`config.mk`:
```
export PLATFORM = sky130hd
export DESIGN_NAME = bus_hold_arbiter
export DESIGN_NICKNAME = d
export VERILOG_FILES = /design/src/rtl/bus_hold_arbiter_pkg.sv /design/src/rtl/bus_hold_arbiter_hold_sync.sv /design/src/rtl/bus_hold_arbiter.sv
export SDC_FILE = /design/constraint.sdc
export NUM_CORES = 1
export LEC_CHECK = 0
export ABC_AREA = 1
export CORE_MARGIN = 2
export CORE_UTILIZATION = 40
export DETAILED_ROUTE_END_ITERATION = 16
export MAX_ROUTING_LAYER = met4
export PLACE_DENSITY_LB_ADDON = 0.15
export REMOVE_ABC_BUFFERS = 1
export SLEW_MARGIN = 20
export SYNTH_ARGS = -nofsm -noshare
export SYNTH_HDL_FRONTEND = slang
export SYNTH_SLANG_ARGS = --single-unit
export TNS_END_PERCENT = 20
```
`constraint.sdc`:
```
create_clock -name clk -period 3.4 [get_ports clk]
set_input_delay 0.34 -clock clk [delete_from_list [all_inputs] [get_ports clk]]
set_output_delay 0.34 -clock clk [all_outputs]
set_load 0.02 [all_outputs]
```
`src/rtl/bus_hold_arbiter_pkg.sv`:
```
// Shared types and constants for the bus hold arbiter.
//   hold_state_e : arbiter FSM states
//   HOLD_COUNT_W : width of the hold duration counter
//   CREDIT_W     : width of the post-release CPU cycle credit
//   sat_inc      : saturating increment for the hold counter
package bus_hold_arbiter_pkg;

  localparam int unsigned HOLD_COUNT_W = 16;
  localparam int unsigned CREDIT_W     = 4;

  typedef enum logic [1:0] {
    S_CPU     = 2'd0,
    S_GRANT   = 2'd1,
    S_HOLD    = 2'd2,
    S_RELEASE = 2'd3
  } hold_state_e;

  // Saturating +1; sticks at all-ones.
  function automatic logic [HOLD_COUNT_W-1:0] sat_inc(input logic [HOLD_COUNT_W-1:0] v);
    return (&v) ? v : v + HOLD_COUNT_W'(1);
  endfunction

endpackage

```
`src/rtl/bus_hold_arbiter_hold_sync.sv`:
```
// hldrq synchroniser: SYNC_STAGES-deep flop chain, synchronously reset to 0.
//   clk   in  system clock
//   reset in  synchronous, active-high
//   d     in  asynchronous input
//   q     out synchronised output (last stage)
module bus_hold_arbiter_hold_sync #(
  parameter int unsigned SYNC_STAGES = 2
) (
  input  logic clk,
  input  logic reset,
  input  logic d,
  output logic q
);

  logic [SYNC_STAGES-1:0] sync_q;
  logic [SYNC_STAGES-1:0] sync_d;

  // Shift the raw input into stage 0; works for any depth >= 1.
  always_comb begin
    sync_d = (sync_q << 1) | SYNC_STAGES'(d);
  end

  always_ff @(posedge clk) begin
    if (reset) begin
      sync_q <= '0;
    end else begin
      sync_q <= sync_d;
    end
  end

  assign q = sync_q[SYNC_STAGES-1];

endmodule

```
`src/rtl/bus_hold_arbiter.sv`:
```
// Bus hold arbiter: shares the external bus between the BCU and an external
// master via hldrq/hldak. Grants only at BCU idle boundaries, never inside a
// locked or interrupt-acknowledge sequence, and floats the bus pins while held.
// Optional feature macro: BUS_HOLD_MIN_CPU_EN (guaranteed BCU cycles between holds).
// Ports:
//   clk, reset        clock, synchronous active-high reset
//   ce_1, ce_2        phase enables: ce_1 steps the FSM, ce_2 updates bus_float
//   hldrq / hldak     hold request (async) / acknowledge
//   eu_buslock        EU lock prefix active
//   n_buslock         bus lock pin, active-low (combinational)
//   bcu_idle          BCU idle, no cycle in flight
//   bcu_intack_seq    BCU inside INT_ACK1..INT_ACK2
//   bcu_cycle_done    1-clk pulse per completed BCU cycle
//   bcu_inhibit       combinational: BCU must not start T_1 this ce_1
//   bus_float         tristate the bus pins
//   hold_count        ce_1 ticks in last/current hold, saturating
module bus_hold_arbiter
  import bus_hold_arbiter_pkg::*;
#(
  parameter int unsigned SYNC_STAGES    = 2,
  parameter int unsigned MIN_CPU_CYCLES = 2
) (
  input  logic                    clk,
  input  logic                    reset,
  input  logic                    ce_1,
  input  logic                    ce_2,
  input  logic                    hldrq,
  output logic                    hldak,
  input  logic                    eu_buslock,
  output logic                    n_buslock,
  input  logic                    bcu_idle,
  input  logic                    bcu_intack_seq,
  input  logic                    bcu_cycle_done,
  output logic                    bcu_inhibit,
  output logic                    bus_float,
  output logic [HOLD_COUNT_W-1:0] hold_count
);

`ifdef BUS_HOLD_MIN_CPU_EN
  localparam logic MIN_CPU_EN = 1'b1;
`else
  localparam logic MIN_CPU_EN = 1'b0;
`endif

  // Value loaded into the credit on release; zero keeps the credit tied off.
  localparam logic [CREDIT_W-1:0] CREDIT_LOAD =
    CREDIT_W'(MIN_CPU_CYCLES) & {CREDIT_W{MIN_CPU_EN}};

  hold_state_e             state_q, state_d;
  logic                    hldak_q, hldak_d;
  logic                    bus_float_q, bus_float_d;
  logic [HOLD_COUNT_W-1:0] hold_count_q, hold_count_d;
  logic [CREDIT_W-1:0]     credit_q, credit_d;

  logic hldrq_s;
  logic blocked;
  logic grant_req;

  bus_hold_arbiter_hold_sync #(
    .SYNC_STAGES (SYNC_STAGES)
  ) u_hold_sync (
    .clk   (clk),
    .reset (reset),
    .d     (hldrq),
    .q     (hldrq_s)
  );

  // Combinational qualifiers and BCU-facing outputs.
  always_comb begin
    blocked     = eu_buslock | bcu_intack_seq | (credit_q != '0);
    grant_req   = hldrq_s & ~blocked;
    bcu_inhibit = (state_q != S_CPU) | grant_req;
    n_buslock   = ~(eu_buslock & (state_q == S_CPU));
  end

  // Next-state: FSM steps on ce_1, pin float follows state on ce_2.
  always_comb begin
    state_d      = state_q;
    hldak_d      = hldak_q;
    bus_float_d  = bus_float_q;
    hold_count_d = hold_count_q;
    credit_d     = credit_q;

    if (ce_1) begin
      unique case (state_q)
        S_CPU: begin
          // A pending request waits here with inhibit set until the BCU idles.
          if (grant_req && bcu_idle) begin
            state_d      = S_GRANT;
            hold_count_d = '0;
          end
        end
        S_GRANT: begin
          // A request withdrawn before acknowledge aborts without an hldak pulse.
          if (hldrq_s) begin
            state_d = S_HOLD;
            hldak_d = 1'b1;
          end else begin
            state_d = S_RELEASE;
          end
        end
        S_HOLD: begin
          hold_count_d = sat_inc(hold_count_q);
          if (!hldrq_s) begin
            state_d = S_RELEASE;
            hldak_d = 1'b0;
          end
        end
        S_RELEASE: begin
          state_d = S_CPU;
        end
        default: begin
          state_d = S_CPU;
        end
      endcase
    end

    if (ce_2) begin
      bus_float_d = (state_q == S_GRANT) || (state_q == S_HOLD);
    end

    // Credit reloads on leaving release; otherwise counts down completed BCU cycles.
    if (ce_1 && (state_q == S_RELEASE)) begin
      credit_d = CREDIT_LOAD;
    end else if (bcu_cycle_done && (credit_q != '0)) begin
      credit_d = credit_q - CREDIT_W'(1);
    end
  end

  always_ff @(posedge clk) begin
    if (reset) begin
      state_q      <= S_CPU;
      hldak_q      <= 1'b0;
      bus_float_q  <= 1'b0;
      hold_count_q <= '0;
      credit_q     <= '0;
    end else begin
      state_q      <= state_d;
      hldak_q      <= hldak_d;
      bus_float_q  <= bus_float_d;
      hold_count_q <= hold_count_d;
      credit_q     <= credit_d;
    end
  end

  assign hldak      = hldak_q;
  assign bus_float  = bus_float_q;
  assign hold_count = hold_count_q;

endmodule
```
# Word-level counts from Yosys, hierarchy flattened
# Index checks and enable logic that the tools add are counted.
[totals]
input_bits = 9
regBits = 26
n_memories = 0
output_inout_bits = 20
rom_bits = 0
latch_bits = 0
ramBits = 0
[classes]
n_shift = 0
n_reduce_logical = 14
muxes = 10
magnitude_cmp = 0
n_eq_ne = 7
multipliers = 0
div_mod_pow = 0
n_addsub = 2
bitwise_logic = 8
[ops]
columns = ["op", "count"]
rows = [
  ["$mux 16", 2],
  ["$pmux 16 s2", 1],
  ["$add 16x1->16 const B", 1],
  ["$reduce_and 16->1", 1],
  ["$pmux 2 s4", 1],
  ["$reduce_and 4->1", 2],
  ["$reduce_bool 2->1", 3],
  ["$eq 2x2->1 const B", 2],
  ["$mux 2", 2],
  ["$ne 2x1->1 const B", 2],
  ["$ne 2x2->1 const B", 2],
  ["$reduce_bool 4->1", 1],
  ["$sub 4x1->4 const B", 1],
  ["$logic_and 1x1->1", 3],
  ["$mux 1", 3],
  ["$or 1x1->1", 3],
  ["$reduce_and 3->1", 1],
  ["$and 1x1->1", 2],
  ["$eq 2x1->1 const B", 1],
  ["$logic_not 2->1", 1],
  ["$not 1->1", 2],
  ["$or 2x1->2", 1],
  ["$pmux 1 s2", 1],
  ["$reduce_or 2->1", 1],
  ["$logic_or 1x1->1", 1],
]

# Longest topological paths before layout
# Gate-level depths: netlist of run 1.
[logic_depth]
depth_word = 7
depth_mapped = 11
ltp_nobuf = 11

# Cells and area by module
# From an unflattened synthesis of run 1, not the netlist that was laid out.
[hier_totals]
hier_cells = 252
area_unflattened_um2 = 1650.3
[by_module_without_submodules]
columns = ["module", "n_inst", "area_each_um2", "cells_per_inst", "seq_area_each_um2"]
rows = [
  ["bus_hold_arbiter", 1, 1595.3, 246, 480.5],
  ["bus_hold_arbiter_hold_sync", 1, 55.1, 6, 40.0],
]

# Worst setup path before layout of run 1
# Ideal clock, no wire load.
[synth_path]
kind = "register to register"
start = "reg hold_count_q[0] (netlist: hold_count[0])"
end = "reg hold_count_q[5] (netlist: hold_count[5])"
arrival_ns = 1.600
slack_ns = 1.730
path_stages_with_launch = 9
setup_ns = 0.070
synth_period_minus_slack_ns = 1.670
path_cell_list = "dfxtp_1 ha_1 nand2_2 nor2_4 nand4_2 nand3_4 buf_12 nand2_1 a21oi_2"
[synth_via]
elab_chain_cells = 3
elab_cells_between_ends = 6
[synth_rtl]
columns = ["item", "line", "rtl"]
rows = [
  ["start, declared", "bus_hold_arbiter.sv:52", "logic [HOLD_COUNT_W-1:0] hold_count_q, hold_count_d;"],
  ["start signal, assigned", "bus_hold_arbiter.sv:141", "hold_count_q <= hold_count_d;"],
  ["$add 16x1->16 / $reduce_and 16->1 (equally long branches)", "bus_hold_arbiter_pkg.sv:20", "return (&v) ? v : v + HOLD_COUNT_W'(1);"],
  ["$mux 16 / $ne 2x2->1 (equally long branches)", "--", ""],
  ["$pmux 16 s2 / $reduce_and 4->1 (equally long branches)", "--", ""],
]
# Parallel ways exist; a longest one is shown, timed or not. The select of a mux whose other input is x is not followed.
# A chain may end at the register's enable or synchronous reset.

# Final worst setup path of run 1
[layout_path]
start = "reg credit_q[0]"
end = "out bcu_inhibit"
[layout_via]
elab_chain_cells = 5
[layout_rtl]
columns = ["item", "line", "rtl"]
rows = [
  ["start, declared", "bus_hold_arbiter.sv:53", "logic [CREDIT_W-1:0] credit_q, credit_d;"],
  ["start signal, assigned", "bus_hold_arbiter.sv:142", "credit_q <= credit_d;"],
  ["$reduce_bool 4->1", "bus_hold_arbiter.sv:70", "blocked = eu_buslock | bcu_intack_seq | (credit_q != '0);"],
  ["$or 1x1->1", "bus_hold_arbiter.sv:70", ""],
  ["$not 1->1", "bus_hold_arbiter.sv:71", "grant_req = hldrq_s & ~blocked;"],
  ["$and 1x1->1", "bus_hold_arbiter.sv:71", ""],
  ["$or 1x1->1", "bus_hold_arbiter.sv:72", "bcu_inhibit = (state_q != S_CPU) | grant_req;"],
  ["end, declared", "bus_hold_arbiter.sv:34", "output logic bcu_inhibit,"],
]
# Every way passes these cells.

==> results.ini, run 1 <==
[run_status]
outcome = finished, final reports clean

[clock_network]
path_clk_slew_ps = 100
numCtsBuffers = 3
clock_latency_ps = 280
cts.sinks = 26
clockRootBuffer = clkbuf_8
clock_path_buffers = 2
postCtsSetupBuffers = 0
cts_tree = done
hold_buffers = 0
cts_resized = 0
htreeDepth = 1

[floorplan]
initial_core_util_pct = 41.87
fp.dieW_microns = 69.18
row_count = 23
dieArea_sq_mm = 0.004785
die_y_microns = 69.18
core_area_sq_mm = 0.004058
pin_count = 29

[logic_synthesis]
yosysTopAreaCell = dfxtp_1
yosysMostFrequentCell = nand2_1
async_reset_ff_share_pct = 0
synth_edf_count = 0
synth.top_cells.by_area = dfxtp_1 31%, nand2_1 14%, nor2_1 9.1%
ys_seq_area_share_pct = 30.63
synth_cell_types = 26
ys.flop_type = dfxtp_1
synth_commonest_cells = 63 x nand2_1, 41 x nor2_1, 36 x inv_1
synth_area_sq_mm = 0.001699
yosysWarnings = 0
synth.avg_cell_area_sq_um = 6.689
synthCells = 254
yosys.area.top_type_share_pct = 30.63
yosys_register_bits = 26

[global_routing]
grt_pass1_vias = 1363
grt_remaining_overflow = 0
antenna_found_initial = 0
grt_pass1_wl_microns = 6099
track_usage_pct = 15.65
grt_max_degree = 20

[power]
pwr_density_cell_mw_per_mm2 = 337.8
peakVddDrop_v = 0.0001913
leakage_nw = 0.8122

[sta]
finalCritPeriodShare_pct = 62.30
finalSetupViolCount = 0
worst_slew_pin_slew_ps = 477.6
finalCriticalPeriod_ps = 2118
rsz0062_at_grt = false
hold_viol = 0
finalMaxSlewViolations = 0
fin_tns_setup_ps = 0
maxSlewHeadroom_pct = 68.12
timing.fmax_mhz = 472.1
skew_ps = 5.240

[route]
drt_iter0_drc = 75
routed_wl_microns = 3476
viasPerCell = 4.625
drc = 0
drt-wirelength-per-cell_microns = 10.44
drtPass1Iterations = 4
vias = 1540
drtAntennaViolNets = 0

[setup_path]
crit_type = flop to output port
start_kind = flop
rrSetupSlack_ps = 1420
cp_max_fo = 3
crit_path_start = credit_q[0]
r2r_cells = 7
r2r_start = state_q[0]
cp.required_ps = 3060
r2r_end = hold_count[11]
cp.arrival_ps = 1780
end_kind = output port
endpoint = bcu_inhibit

[placed_design]
gp_congestion = 0.8469
hpwl_microns = 2575
io_buffers = 28

[finish]
areaGrowthSynthToFinish_pct = 22.97
diodes = 0
fillerInstances = 436
fin_util_pct = 51.50
layout.nets = 300
register_area_sq_um = 520.5
multi_input_comb_area_sq_mm = 0.001008
drive_gt1_share_pct = 13.43

[hold_path]
worstHoldPathType = flop to flop

[flow_run]
drv_cap = 0

-- state kept, by name, indices dropped and copies added, names as in the netlist --
| name | cells |
|---|---|
| credit_q | 4 |
| hold_count | 16 |
| bus_float | 1 |
| hldak | 1 |
| state_q | 2 |
| u_hold_sync.sync_q | 2 |
-- area by class of cell --
| class | instances | share of cell area, % |
|---|---|---|
| Multi-Input combinational cell | 187 | 48.26 |
| Sequential cell | 26 | 24.91 |
| Timing Repair Buffer | 29 | 13.77 |
| Inverter | 37 | 6.647 |
| Tap cell | 50 | 2.994 |
| Clock buffer | 3 | 1.976 |
| Clock inverter | 1 | 1.437 |
-- cells by family after synthesis --
family	share of synthesized area, %
adder cells (fa/ha/maj)	5.154
buffers and inverters	10.01
AO/OA/AOI/OAI	10.97
flip-flops	30.63
AND/OR/NAND/NOR	40.13
XOR/XNOR	3.093
-- layout by cell type (no fill, tap or decap), types with 4 or more instances in the layout --
cell	netlist	routed
nand2_1	63	63
nor2_1	41	41
inv_1	36	36
clkdlybuf4s50_1	0	28
dfxtp_1	26	26
nand3_1	15	15
nand2_2	13	13
a21oi_2	10	10
a21oi_1	7	7
ha_1	7	7
nand4_1	6	6
o21ai_0	5	5
xor2_1	4	4
-- how the worst min path moves through the flow --
stage | slack, ps | cells past startpoint | start | end
final | 410 | 2 | u_hold_sync.sync_q[0] | u_hold_sync.sync_q[1]
after CTS | 410 | 2 | u_hold_sync.sync_q[0] | u_hold_sync.sync_q[1]
after global routing | 430 | 2 | u_hold_sync.sync_q[0] | u_hold_sync.sync_q[1]
after detailed placement | 400 | 2 | u_hold_sync.sync_q[0] | u_hold_sync.sync_q[1]
after global placement | 390 | 2 | u_hold_sync.sync_q[0] | u_hold_sync.sync_q[1]
after floorplan | 390 | 2 | u_hold_sync.sync_q[0] | u_hold_sync.sync_q[1]
-- metal layers --
layer  routed length, microns  GRT usage, %  vias to the layer above
met5                        0             -                        -
met4                       31         3.922                        0
met3                       80         2.180                        4
met2                     1591         25.00                       18
met1                     1772         20.97                      666
li1                         -             -                      852
-- critical path: stages (launching register included) --
cell and delay [ps]:
dfxtp_1 330, inv_1 80, ha_1 170, nand2_1 60
nor2_1 120, nand2_1 60, nand2_1 80, clkdlybuf4s50_1 600
-- through the flow --
| stage | instance area (sq um) | power [mW] | setup WS, ps | hold WS, ps | cells |
|---|---|---|---|---|---|
| 3_3_place_gp | 2018 | 0.4527 | 1365 | 390.0 | 329 |
| 2_1_floorplan | 1668 | 0.4043 | 1760 | 388.3 | 250 |
| 3_5_place_dp | 2018 | 0.4519 | 1347 | 398.8 | 329 |
| 5_1_grt | 2090 | 0.7457 | 1120 | 426.6 | 333 |
| 6_report | 2090 | 0.7057 | 1282 | 412.2 | 333 |
| 4_1_cts | 2090 | 0.7189 | 1243 | 413.7 | 333 |
-- report_power, final --
group	switching, mW	internal [mW]
Clock	0.105	0.158
Combinational	0.0786	0.0470
Sequential	0.00573	0.312
Total	0.189	0.516
Note: power is estimated with default switching activity, not from simulation.
==> run 2: changes to the inputs <==
Clock period 3.4 ns to 1.75 ns, I/O delays scaled along.
==> run 2 against run 1 <==
  * Total power grew 100%
  * Setup slack lost 1200 ps
  * Clock power is 95% higher
  * Sequential share of layout area is 1.9 points lower
  * Die area did not move
==> results.ini, run 2 (synthesis gave the netlist of run 1 again) <==
[setup_path]
cp.arrival_ps = 1840  ; +60 ps
endpoint = hold_count[5]
start_kind = flop
cp.required_ps = 1970  ; -1090 ps
cpPeakStageDelay_ps = 320  ; -280 ps
r2r_cells = 9  ; +2
rrSetupSlack_ps = 130  ; -1290 ps
path_cells = inv_1 -> ha_2 -> nand3_1 -> nor2_1 -> nand4_2 -> nand3_4 -> buf_4 -> nand2_1 -> a21oi_2
r2r_end = hold_count[5]
cp_max_fo = 6  ; +3
crit_path_start = state_q[0]
cp_top_family = simple AND/OR/NAND/NOR gates
cp.depth = 9  ; +2
r2r_start = state_q[0]
crit_buf_inv = 2  ; unchanged
crit_type = flop to flop
slowest_stage = dfxtp_1
end_kind = flop

[route]
vias = 1654  ; +7.4%
viasPerCell = 4.686  ; +1.3%
drt-wirelength-per-cell_microns = 11.21  ; +7.4%
drtAntennaViolNets = 0  ; unchanged
drtPass1Iterations = 4  ; unchanged
routed_wl_microns = 3958  ; +14%
drc = 0  ; unchanged
drt_iter0_drc = 81  ; +8.0%

[floorplan]
core_area_sq_mm = 0.004058  ; unchanged
initial_core_util_pct = 41.87  ; unchanged
die_y_microns = 69.18  ; unchanged
row_count = 23  ; unchanged
dieArea_sq_mm = 0.004785  ; unchanged
fp.dieW_microns = 69.18  ; unchanged
pin_count = 29  ; unchanged

[finish]
fillerInstances = 395  ; -9.4%
multi_input_comb_area_sq_mm = 0.001052  ; +4.3%
register_area_sq_um = 520.5  ; unchanged
drive_gt1_share_pct = 21.12  ; +7.7 points
fin_area_sq_mm = 0.002262  ; +8.3%
fin_util_pct = 55.75  ; +4.3 points
diodes = 0  ; unchanged
areaGrowthSynthToFinish_pct = 33.14
fin_cells = 353  ; +6.0%
mostFrequentLayoutCell = nand2_1
layout.nets = 320  ; +6.7%
layout_common_cells = 61 x nand2_1, 40 x nor2_1, 36 x inv_1, 26 x dfxtp_1, 26 x clkdlybuf4s50_1
largest_register_ffs = 16  ; unchanged

[sta]
finalMaxSlewViolations = 0  ; unchanged
finalSetupViolCount = 0  ; unchanged
worst_slew_pin_slew_ps = 311.6  ; -166.0 ps
maxSlewHeadroom_pct = 79.21  ; +11 points
finalCritPeriodShare_pct = 92.68
whs_ps = 402.0  ; -10.15 ps
setup_slack_ps = 128.0  ; -1154 ps
timing.fmax_mhz = 616.5
finalCriticalPeriod_ps = 1622
rsz0062_at_grt = true
skew_ps = 3.199  ; -2.041 ps
hold_viol = 0  ; unchanged

[clock_network]
hold_buffers = 0  ; unchanged
numCtsBuffers = 3  ; unchanged
cts_tree = done
clock_path_buffers = 2  ; unchanged
htreeDepth = 1  ; unchanged
cts.sinks = 26  ; unchanged
clockRootBuffer = clkbuf_8
clock_latency_ps = 280  ; about the same
path_clk_slew_ps = 90  ; about the same

[placed_design]
place_inst = 343  ; +4.3%
place_area_sq_mm = 0.002123  ; +5.2%
io_buffers = 28  ; unchanged
gp_congestion = 0.8339  ; -1.5%
hpwl_microns = 2833  ; +10%
place_ws_ps = 10.93  ; -1336 ps

[hold_path]
worstHoldPathType = input pin to flop
worstHoldStart = hldrq
whs_path_depth = 3  ; +1

[global_routing]
grt_remaining_overflow = 0  ; unchanged
grt_pass1_wl_microns = 6589  ; +8.0%
antenna_found_initial = 0  ; unchanged
track_usage_pct = 16.88  ; +1.2 points
grt_use_met1_pct = 21.06  ; +0.085 points
use_met3_pct = 3.198  ; +1.0 points
grt_pass1_vias = 1495  ; +9.7%
grt_max_degree = 16  ; -20%
grtUsageMet2_pct = 28.63  ; +3.6 points
grt_busiest_layer = met2

[power]
peakVddDrop_v = 0.0004285  ; +120%
pwr_density_cell_mw_per_mm2 = 633.3  ; +87%
leakage_nw = 0.9076  ; +12%

[run_status]
outcome = finished, final reports clean

[flow_run]
drv_cap = 0  ; unchanged

run 2: changes by cell type in the layout (fill, tap and decap cells not counted), sizes merged:
cell,change
clkbuf,+1
buf,+18
nor2,+1
nand3,+1
clkdlybuf4s50,-2
dlygate4sd2,+1
run 2: how the worst min path moves through the flow:
stage | slack [ps] | to
after global placement | 390 | u_hold_sync.sync_q[1]
after global routing | 440 | u_hold_sync.sync_q[1]
after detailed placement | 400 | u_hold_sync.sync_q[1]
final | 400 | u_hold_sync.sync_q[0]
after floorplan | 240 | hold_count[0]
after CTS | 390 | u_hold_sync.sync_q[0]
run 2: where the power goes:
part           total [mW]  switching (mW)  internal (mW)
registers           0.613         0.00804          0.605
clock network       0.512           0.206          0.307
logic               0.307           0.184          0.123
total                1.43           0.398           1.03
run 2: timing repair:
item	CTS	global route
endpoints found under the setup margin	2	16
resized for setup	2	10
pin swaps	0	5
hold endpoints to repair	0	0
gates cloned	0	2
setup buffers	0	4
run 2: stage by stage:
stage / total power, mW / TNS, ps
2_1_floorplan: 0.7855 / 0
3_3_place_gp: 0.9000 / 0
3_5_place_dp: 0.9015 / 0
4_1_cts: 1.415 / 0
5_1_grt: 1.512 / -165.6
6_report: 1.433 / 0
run 2: worst min-delay path, delay by kind of cell:
kind / cells / cell delay, ps
and+or+nand+nor: 1 / 30
buffers and inverters: 2 / 440
run 2: layer usage:
metal / part of all wire, % / up-vias
met3: 3.9 / 5
met4: 0.76 / 0
met5: 0 / -
met2: 48 / 23
met1: 48 / 736
li1: - / 890
run 2: layout make-up:
class | instances | share of cell area, %
Multi-Input combinational cell | 189 | 46.52
Timing Repair Buffer | 47 | 18.42
Clock buffer | 3 | 1.825
Tap cell | 50 | 2.765
Clock inverter | 1 | 1.327
Sequential cell | 26 | 23.01
Inverter | 37 | 6.139
==> run 3: changes to the inputs <==
Settings changed: CTS_CLUSTER_DIAMETER from default to 120.
==> results of run 3 <==
Final layout, timing and power as in run 2 (identical DEF).
==> RTL change: new RTL, flow settings as in run 2 <==
Register the output `hold_count` once more; this adds one clock of latency there. The other outputs are not delayed to match.
--- a/src/rtl/bus_hold_arbiter.sv
+++ b/src/rtl/bus_hold_arbiter.sv
@@ -145,6 +145,8 @@
 
   assign hldak      = hldak_q;
   assign bus_float  = bus_float_q;
-  assign hold_count = hold_count_q;
+  always_ff @(posedge clk) begin
+    hold_count <= hold_count_q;
+  end
 
 endmodule
Check against the original RTL: not equivalent (a bounded check fails within 10 cycles, from zero or initial values and one cycle with reset high).
==> RTL change against run 2 <==
Final area increased by 13%. Routed wire length increased by 1.1%. Total power increased by 67%. Hold slack got worse by 12 ps. Critical endpoint is now bcu_inhibit. Setup slack improved by 3.3 ps. Area after synthesis increased by 14%. Count of clock-buffer cells in the layout increased by 4. Sequential cell count increased by 16. Critical path type is now register to primary output. Final cell count increased by 5.7%.
==> RTL change: results (changes against run 2) <==
H-tree levels=2 (+1); leak pwr=1.082 nW (+19%); Worst-path clk slew=70 ps (-20 ps); Layout Cells excl Fill=373 (+5.7%); post-synthesis compound-gate area fraction=0.07891 (-0.03081); dpl cell area=2397 sq um (+13%); CP arrival=1440 ps (-400 ps); synth cell count leaders=nand2_1, dfxtp_1, inv_1, nor2_1, a21oi_1; hold slack=389.6 ps (-12.42 ps); R2R cell count=11 (+2); Max FO, Critical Path=3 (-3); HPWL Detailed=3.083 mm (+8.8%); dominant cells by area after synthesis=dfxtp_1, nand2_1, inv_1; clock skew=2.410 ps (-0.7883 ps); FF-to-FF Start=credit_q[1]; r2r endpoint=hold_count_q[13]; DP Cell Count=362 (+5.5%); fraction of layout cells with a size suffix above 1=0.1379 (-0.07329); reg-to-reg setup timing slack=150 ps (+20 ps); Worst VDD drop=0.5280 mV (+23%); Synth cell types=25 (-3.8%); outcome=completed; Tot GR Track Use=0.1709 (+0.002115); post-synthesis xor/xnor area fraction=0.01811 (-0.01282); fillers=458 (+16%)
-- RTL change: cell count changes in the layout (fill, tap and decap cells not counted), sizes merged, moves of 3 or more --
cell	run 2	this run
inv	37	41
dfxtp	26	42
nor2	47	41
nand3	17	13
clkbuf	4	7
nand2	76	80
-- RTL change: cell type report --
| cell class | count | share of cell area |
|---|---|---|
| Clock buffer | 7 | 0.02984 |
| Timing Repair Buffer | 46 | 0.1717 |
| Inverter | 41 | 0.06018 |
| Clock inverter | 1 | 0.01174 |
| Sequential cell | 42 | 0.3297 |
| Multi-Input combinational cell | 182 | 0.3704 |
| Tap cell | 54 | 0.02642 |
-- RTL change: worst max-delay path by stage --
stage / end / from / slack, ps
5_1_grt: hold_count_q[11] / credit_q[1] / -1
2_1_floorplan: hold_count_q[14] / state_q[0] / 130
3_5_place_dp: bcu_inhibit / bcu_intack_seq / 40
3_3_place_gp: bcu_inhibit / bcu_intack_seq / 90
6_report: bcu_inhibit / credit_q[1] / 130
4_1_cts: bcu_inhibit / credit_q[0] / 70
-- RTL change: cell families (layout without fill, tap and decap cells) --
group,after synthesis,count (layout)
flip-flops,42,42
buffers and inverters,44,95
AO/OA/AOI/OAI,26,26
XOR/XNOR,4,4
adder cells (fa/ha/maj),7,7
AND/OR/NAND/NOR,145,145
-- RTL change: what timing repair did --
item	in CTS	in global routing
pin swaps	0	6
gates resized for setup	2	13
setup buffers	0	3
endpoints found under the setup margin	2	15
-- RTL change: routing by layer --
| metal | part of all wire | vias up | global-route usage |
|---|---|---|---|
| met1 | 0.51 | 741 | 0.2248 |
| met4 | 0.025 | 0 | 0.07273 |
| li1 | - | 936 | - |
| met2 | 0.43 | 30 | 0.2530 |
| met3 | 0.034 | 10 | 0.03704 |
| met5 | 0 | - | - |
-- RTL change: power groups by stage --
stage / clock (mW) / combinational [mW] / sequential [mW]
floorplan: 0 / 0.327 / 1.08
global placement: 0 / 0.560 / 1.07
detailed placement: 0 / 0.564 / 1.08
CTS: 0.765 / 0.558 / 1.05
global route: 0.795 / 0.691 / 1.07
finish: 0.730 / 0.606 / 1.06
-- RTL change: through the flow --
step                        util  setup WS [ps]
after floorplan                -          126.1
after global placement    0.5109          91.62
after detailed placement  0.5109          44.81
after CTS                 0.5331          74.47
after global routing      0.5451         -1.066
final                     0.5451          131.3
-- RTL change: worst max-delay path: stages (launching register included) --
cell	delay (ps)
dfxtp_1	330
inv_1	70
ha_1	130
nand2_1	70
nor2_2	130
nand2_1	60
nand2_1	50
clkdlybuf4s15_1	300
